### config.mk
export PLATFORM = sky130hd
export DESIGN_NAME = seq_booth_multiplier
export DESIGN_NICKNAME = d
export VERILOG_FILES = /design/src/rtl/seq_booth_multiplier_pkg.sv /design/src/rtl/seq_booth_multiplier_booth_step.sv /design/src/rtl/seq_booth_multiplier.sv
export SDC_FILE = /design/constraint.sdc
export NUM_CORES = 1
export LEC_CHECK = 0
export ABC_CLOCK_PERIOD_IN_PS = 2500
export CAP_MARGIN = 40
export CORE_ASPECT_RATIO = 0.5
export CORE_MARGIN = 4
export CORE_UTILIZATION = 25
export CTS_CLUSTER_SIZE = 25
export DETAILED_ROUTE_END_ITERATION = 7
export GPL_ROUTABILITY_DRIVEN = 0
export PLACE_DENSITY = 0.41
export REMOVE_ABC_BUFFERS = 1
export SLEW_MARGIN = 5
export SYNTH_ARGS = -nofsm -noshare
export SYNTH_HDL_FRONTEND = slang
export SYNTH_SLANG_ARGS = --single-unit
### constraint.sdc
create_clock -name clk -period 2.5 [get_ports clk]
set_clock_uncertainty 0.15 [all_clocks]
set_input_delay 0.25 -clock clk [delete_from_list [all_inputs] [get_ports clk]]
set_output_delay 0.25 -clock clk [all_outputs]
set_load 0.02 [all_outputs]
### src/rtl/seq_booth_multiplier_pkg.sv
// -----------------------------------------------------------------------------
// cmul_pkg
// Shared definitions for the complex-multiplier datapath: multiplier FSM state
// encoding, the default operand width and the radix-2 Booth operation codes.
// -----------------------------------------------------------------------------
package cmul_pkg;

    // Default operand width of the complex-multiplier datapath.
    localparam int CMUL_WIDTH = 8;

    // Multiplier FSM states. ZERO is only reachable when ZERO_BYPASS_EN is defined.
    typedef enum logic [1:0] {
        IDLE = 2'd0,
        RUN  = 2'd1,
        ZERO = 2'd2
    } mulState_t;

    // Booth operation codes applied to the accumulator.
    localparam logic [1:0] BOOTH_NOP = 2'b00;
    localparam logic [1:0] BOOTH_ADD = 2'b01;
    localparam logic [1:0] BOOTH_SUB = 2'b10;

    // Radix-2 Booth recoding of the pair {q[0], q_m1}.
    function automatic logic [1:0] boothOp(input logic qLsb, input logic qM1);
        logic [1:0] op;
        case ({qLsb, qM1})
            2'b01:   op = BOOTH_ADD;
            2'b10:   op = BOOTH_SUB;
            default: op = BOOTH_NOP;
        endcase
        return op;
    endfunction

endpackage

### src/rtl/seq_booth_multiplier_booth_step.sv
// -----------------------------------------------------------------------------
// booth_step
// One combinational radix-2 Booth iteration: add/subtract/no-op of the
// multiplicand into the accumulator, then arithmetic shift right by one of the
// concatenation {acc, q, qM1}.
// Ports:
//   acc      in  WIDTH+1  current accumulator (signed)
//   m        in  WIDTH+1  sign-extended multiplicand
//   q        in  WIDTH    current multiplier / low product bits
//   qM1      in  1        previously shifted-out multiplier bit
//   accNext  out WIDTH+1  accumulator after the step
//   qNext    out WIDTH    q after the step
//   qM1Next  out 1        qM1 after the step
// -----------------------------------------------------------------------------
module booth_step
    import cmul_pkg::*;
#(
    parameter int WIDTH = CMUL_WIDTH
) (
    input  logic [WIDTH:0]   acc,
    input  logic [WIDTH:0]   m,
    input  logic [WIDTH-1:0] q,
    input  logic             qM1,
    output logic [WIDTH:0]   accNext,
    output logic [WIDTH-1:0] qNext,
    output logic             qM1Next
);

    logic [WIDTH:0]     sum;
    logic [2*WIDTH+1:0] shifted;

    // Booth add/sub/no-op followed by the arithmetic right shift.
    always_comb begin
        sum = acc;
        case (boothOp(q[0], qM1))
            BOOTH_ADD: sum = acc + m;
            BOOTH_SUB: sum = acc - m;
            BOOTH_NOP: sum = acc;
            default:   sum = acc;
        endcase
        // Replicating the accumulator sign bit makes the shift arithmetic;
        // the bit dropped off the bottom of q becomes the new qM1.
        shifted = {sum[WIDTH], sum, q};
        accNext = shifted[2*WIDTH+1:WIDTH+1];
        qNext   = shifted[WIDTH:1];
        qM1Next = shifted[0];
    end

endmodule

### src/rtl/seq_booth_multiplier.sv
// -----------------------------------------------------------------------------
// seq_booth_multiplier
// Sequential signed radix-2 Booth multiplier, one partial-product step per
// clock. Shared multiply unit of the complex-multiplier datapath: start is the
// controller's startMul level, ready is its mulReady.
// Optional feature macro: ZERO_BYPASS_EN -- a zero operand finishes through a
// one-cycle ZERO state instead of WIDTH RUN cycles.
// Ports:
//   clk      in  1        clock, rising edge
//   rst      in  1        asynchronous active-high reset
//   start    in  1        request level, sampled only in IDLE
//   a        in  WIDTH    signed multiplicand, sampled with start
//   b        in  WIDTH    signed multiplier, sampled with start
//   product  out 2*WIDTH  signed a*b, registered, updated only on completion
//   ready    out 1        1 = idle / result valid
// -----------------------------------------------------------------------------
module seq_booth_multiplier
    import cmul_pkg::*;
#(
    parameter int WIDTH = CMUL_WIDTH
) (
    input  logic               clk,
    input  logic               rst,
    input  logic               start,
    input  logic [WIDTH-1:0]   a,
    input  logic [WIDTH-1:0]   b,
    output logic [2*WIDTH-1:0] product,
    output logic               ready
);

    localparam int CNT_W = $clog2(WIDTH + 1);

    mulState_t          state, stateNext;
    logic [WIDTH:0]     acc, accNext;
    logic [WIDTH:0]     m, mNext;
    logic [WIDTH-1:0]   q, qNext;
    logic               qM1, qM1Next;
    logic [CNT_W-1:0]   count, countNext;
    logic [2*WIDTH-1:0] productNext;
    logic               readyNext;

    logic [WIDTH:0]     stepAcc;
    logic [WIDTH-1:0]   stepQ;
    logic               stepQM1;

    booth_step #(.WIDTH(WIDTH)) uStep (
        .acc     (acc),
        .m       (m),
        .q       (q),
        .qM1     (qM1),
        .accNext (stepAcc),
        .qNext   (stepQ),
        .qM1Next (stepQM1)
    );

    // State, datapath and registered outputs; reset discards any operation.
    always_ff @(posedge clk or posedge rst) begin
        if (rst) begin
            state   <= IDLE;
            acc     <= {(WIDTH+1){1'b0}};
            m       <= {(WIDTH+1){1'b0}};
            q       <= {WIDTH{1'b0}};
            qM1     <= 1'b0;
            count   <= {CNT_W{1'b0}};
            product <= {(2*WIDTH){1'b0}};
            ready   <= 1'b1;
        end else begin
            state   <= stateNext;
            acc     <= accNext;
            m       <= mNext;
            q       <= qNext;
            qM1     <= qM1Next;
            count   <= countNext;
            product <= productNext;
            ready   <= readyNext;
        end
    end

    // Next-state, datapath and output decode.
    always_comb begin
        stateNext   = state;
        accNext     = acc;
        mNext       = m;
        qNext       = q;
        qM1Next     = qM1;
        countNext   = count;
        productNext = product;
        case (state)
            IDLE: begin
                if (start) begin
                    mNext     = {a[WIDTH-1], a};
                    accNext   = {(WIDTH+1){1'b0}};
                    qNext     = b;
                    qM1Next   = 1'b0;
                    countNext = CNT_W'(WIDTH - 1);
                    stateNext = RUN;
`ifdef ZERO_BYPASS_EN
                    if ((a == {WIDTH{1'b0}}) || (b == {WIDTH{1'b0}})) begin
                        stateNext = ZERO;
                    end else begin
                        stateNext = RUN;
                    end
`endif
                end else begin
                    stateNext = IDLE;
                end
            end
            RUN: begin
                accNext   = stepAcc;
                qNext     = stepQ;
                qM1Next   = stepQM1;
                countNext = count - CNT_W'(1);
                if (count == {CNT_W{1'b0}}) begin
                    // Last step: the low 2*WIDTH bits of {acc,q} are the exact product.
                    stateNext   = IDLE;
                    productNext = {stepAcc[WIDTH-1:0], stepQ};
                end else begin
                    stateNext = RUN;
                end
            end
            ZERO: begin
                stateNext   = IDLE;
                productNext = {(2*WIDTH){1'b0}};
            end
            default: begin
                stateNext = IDLE;
            end
        endcase
        // Registered ready reflects the state being entered.
        readyNext = (stateNext == IDLE);
    end

endmodule
==> run_results.csv <==
group,metric,value,unit
global_route,grt_max_degree,48,
critical_path,worst-path-buf-inv,1,
critical_path,rr_worst_depth,12,
sta,hold_violations,0,
clock_tree,clk_pin_slew_worst_setup_hold_paths,0.07,ns
global_route,global_route.usage.met3,2.50,%
sta,rsz0062_at_grt,"true",
outcome,violated_checks,"negative setup slack",
logic_synthesis,seq_area_frac_synth,44.3,%
clock_tree,root_buffer,"sky130_fd_sc_hd__clkbuf_16",
logic_synthesis,yosys_most_used_dff,"sky130_fd_sc_hd__dfrtp_1",
critical_path,critical-path-top-delay-family,"compound AO/OA/AOI/OAI gates",
clock_tree,htree_num_levels,2,
sta,slew_headroom,58.0,%
logic_synthesis,synth.avg_cell_area,9.42,µm²
critical_path,setup.worst_path.start_class,"flip-flop",
critical_path,critPathArrivalTime,2.65,ns
layout,diodes,0,
die,die-area,12400,µm²
detailed_routing,detailedRoute.firstPassIterationCount,4,
detailed_routing,postRouteWirelength,7.07,mm
logic_synthesis,yosysWarningCount,0,
critical_path,crit_path_max_fanout,3,
logic_synthesis,ys_types,42,
sta,final-max-slew-violation-count,0,
detailed_routing,drcViolationCount,0,
clock_tree,cts_buffers,5,
sta,finalWorstSetupSlack,-0.133,ns
sta,clock.fmax,380,MHz
global_route,grt_use_met2,19.1,%
global_route,globalRouteOverflowTotal,0,
global_route,wire_length_of_the_first_global_routing_pass,11.9,mm
die,core_region_area,10300,µm²
layout,drive_above_1_share,24.4,%
critical_path,timing.critical_path.slowest_stage_cell,"sky130_fd_sc_hd__dfrtp_1",
global_route,grt_use_met1,16.7,%
clock_tree,clock_insertion_delay_worst_skew,0.29,ns
sta,worstMarginPinSlew,0.630,ns
die,boundaryPins,36,
sta,total_of_endpoints_with_negative_setup_slack_in_the_final_report,7,
layout,areaGrowthSynthToFinish,39.0,%
global_route,number_of_antenna_violations_at_the_first_check_in_global_routing,0,
global_route,number_of_global_route_vias_before_repair,2330,
detailed_routing,detail_route.vias_per_cell,4.46,
layout,num-fill-cells,1083,
clock_tree,clock_tree_from_tritoncts,"done",
layout,fin_nets,378,
clock_tree,numClockSinks,47,
critical_path,max_stage_delay_on_crit_path,0.43,ns
clock_tree,clock_tree.buffer_depth,2,
layout,sequential_cell_area,1180,µm²
run,cap_viol_max_count,0,
logic_synthesis,synthesis.area,2660,µm²
placement,detailed_place_hpwl,4.91,mm
layout,layout_common_cells,"sky130_fd_sc_hd__nand2_1 (47), sky130_fd_sc_hd__dfrtp_1 (46), sky130_fd_sc_hd__buf_4 (36)",
detailed_routing,vias_after_detailed_routing,2176,
critical_path,path_depth,12,
outcome,run_status,"complete, but fails checks",
layout,multi_input_area,1500,µm²
logic_synthesis,synthCells,282,
logic_synthesis,synth-edff-count,0,
die,initial_utilization,25.8,%
logic_synthesis,ys_ff_latch,47,
critical_path,worst-setup-path-type,"reg2reg",
critical_path,timing.critical_path.required,2.52,ns
logic_synthesis,postSynth.asyncResetShare,100,%
die,die_width,154,µm
min_path,worst_hold_check_path_type,"in2async",
layout,final_common_cell,"sky130_fd_sc_hd__nand2_1",
detailed_routing,avgRoutedWirePerCell,14.5,µm
global_route,grt.total_usage,12.0,%
global_route,top_usage_layer,"met2",
die,num_rows,26,
placement,placement.io_buffers,35,
detailed_routing,drtAntennaViolNets,0,
critical_path,cp_cell_sequence,"inv_2 -> ha_4 -> nor3b_4 -> nor2_2 -> xnor2_1 -> ha_1 -> o21a_1 -> o31a_4 -> o21ai_2 -> mux2i_2 -> xor2_1 -> o21ai_1",
detailed_routing,initialDrtViolationCount,90,
sta,min_period,2.63,ns
critical_path,critical_path.endpoint_type,"flip-flop",
layout,number_of_standard_cells_in_the_final_layout_excluding_fillers,488,
placement,number_of_cells_in_the_design_after_placement,476,
sta,period_share,105,%
die,die_h,80.9,µm
-- repair_timing --
action | 4_1_cts | 5_1_grt
buffers inserted | 4 | 0
pin swaps | 4 | 12
hold buffers | 0 | 0
gates resized for setup | 19 | 14
setup endpoints to repair | 10 | 12
-- sequential cells by signal, summed over array words and instances, names as in the netlist --
register,count
state,1
q,8
m,8
ready,1
product,16
qM1,1
count,4
acc,8
-- per-layer routing --
metal  vias to the layer above  share of wire [%]
li1                       1095                  -
met1                      1042                 53
met2                        29                 43
met3                        10                2.9
met4                         0                1.3
met5                         -                  0
-- tightest hold or removal path, cell delays in order --
cell                              delay [ns]
sky130_fd_sc_hd__clkdlybuf4s50_1        0.42
sky130_fd_sc_hd__inv_2                  0.05
sky130_fd_sc_hd__buf_4                  0.50
-- worst paths after layout --
path | from | end | slack (ns)
min in group clk | product[5] | product[5] | 0.33
worst max register to register | m[0] | product[15] | -0.13
worst max-delay path | m[0] | product[15] | -0.13
max in group asynchronous | rst | m[2] | 1.47
worst min-delay path | rst | product[0] | 0.29
worst min register to register | product[5] | product[5] | 0.33
-- stage by stage --
step	util (%)	setup TNS (ns)	setup WS, ns	hold slack, ns	cell area (µm²)
floorplan	-	-0.174	-0.0725	0.186	2590
global placement	32.8	-0.889	-0.109	0.310	3370
detailed placement	32.8	-1.20	-0.149	0.314	3370
CTS	35.3	-0.497	-0.146	0.327	3630
global route	35.9	-1.51	-0.320	0.348	3690
finish	35.9	-0.355	-0.133	0.293	3690
-- logic make-up (layout without fill, tap and decap cells) --
group                      count (synthesis)  count (layout)  synth area share (%)
muxes                                     23              23                  9.00
xor gates and xnor gates                  10              10                  3.30
AOI/OAI and AO/OA                         55              55                  12.4
buffers and inverters                     28              94                  4.47
adders and majority gates                 12              12                  5.93
DFF                                       47              47                  44.3
and+or+nand+nor                          107             107                  20.5
-- cells in the mapped netlist (7+ instances only) --
cell type / n / area (µm²)
sky130_fd_sc_hd__nor2_1: 14 / 52.6
sky130_fd_sc_hd__mux2i_1: 16 / 160
sky130_fd_sc_hd__nand2b_1: 8 / 50.1
sky130_fd_sc_hd__o21ai_1: 9 / 45.0
sky130_fd_sc_hd__mux2_2: 7 / 78.8
sky130_fd_sc_hd__ha_1: 11 / 138
sky130_fd_sc_hd__a21oi_1: 13 / 65.1
sky130_fd_sc_hd__o21ai_0: 19 / 95.1
sky130_fd_sc_hd__nor3_1: 10 / 50.1
sky130_fd_sc_hd__xnor2_1: 8 / 70.1
sky130_fd_sc_hd__inv_1: 13 / 48.8
sky130_fd_sc_hd__nand2_1: 47 / 176
sky130_fd_sc_hd__dfrtp_1: 46 / 1150
-- area by class of cell --
class | instances | share of cell area, %
Multi-Input combinational cell | 207 | 40.7
Clock inverter | 2 | 0.441
Sequential cell | 47 | 31.9
Clock buffer | 6 | 3.49
Inverter | 13 | 1.32
Timing Repair Buffer | 73 | 17.4
Tap cell | 140 | 4.75
Power is not shown: default switching activity piles up to over one toggle a cycle in this logic, so the estimate is an artifact.
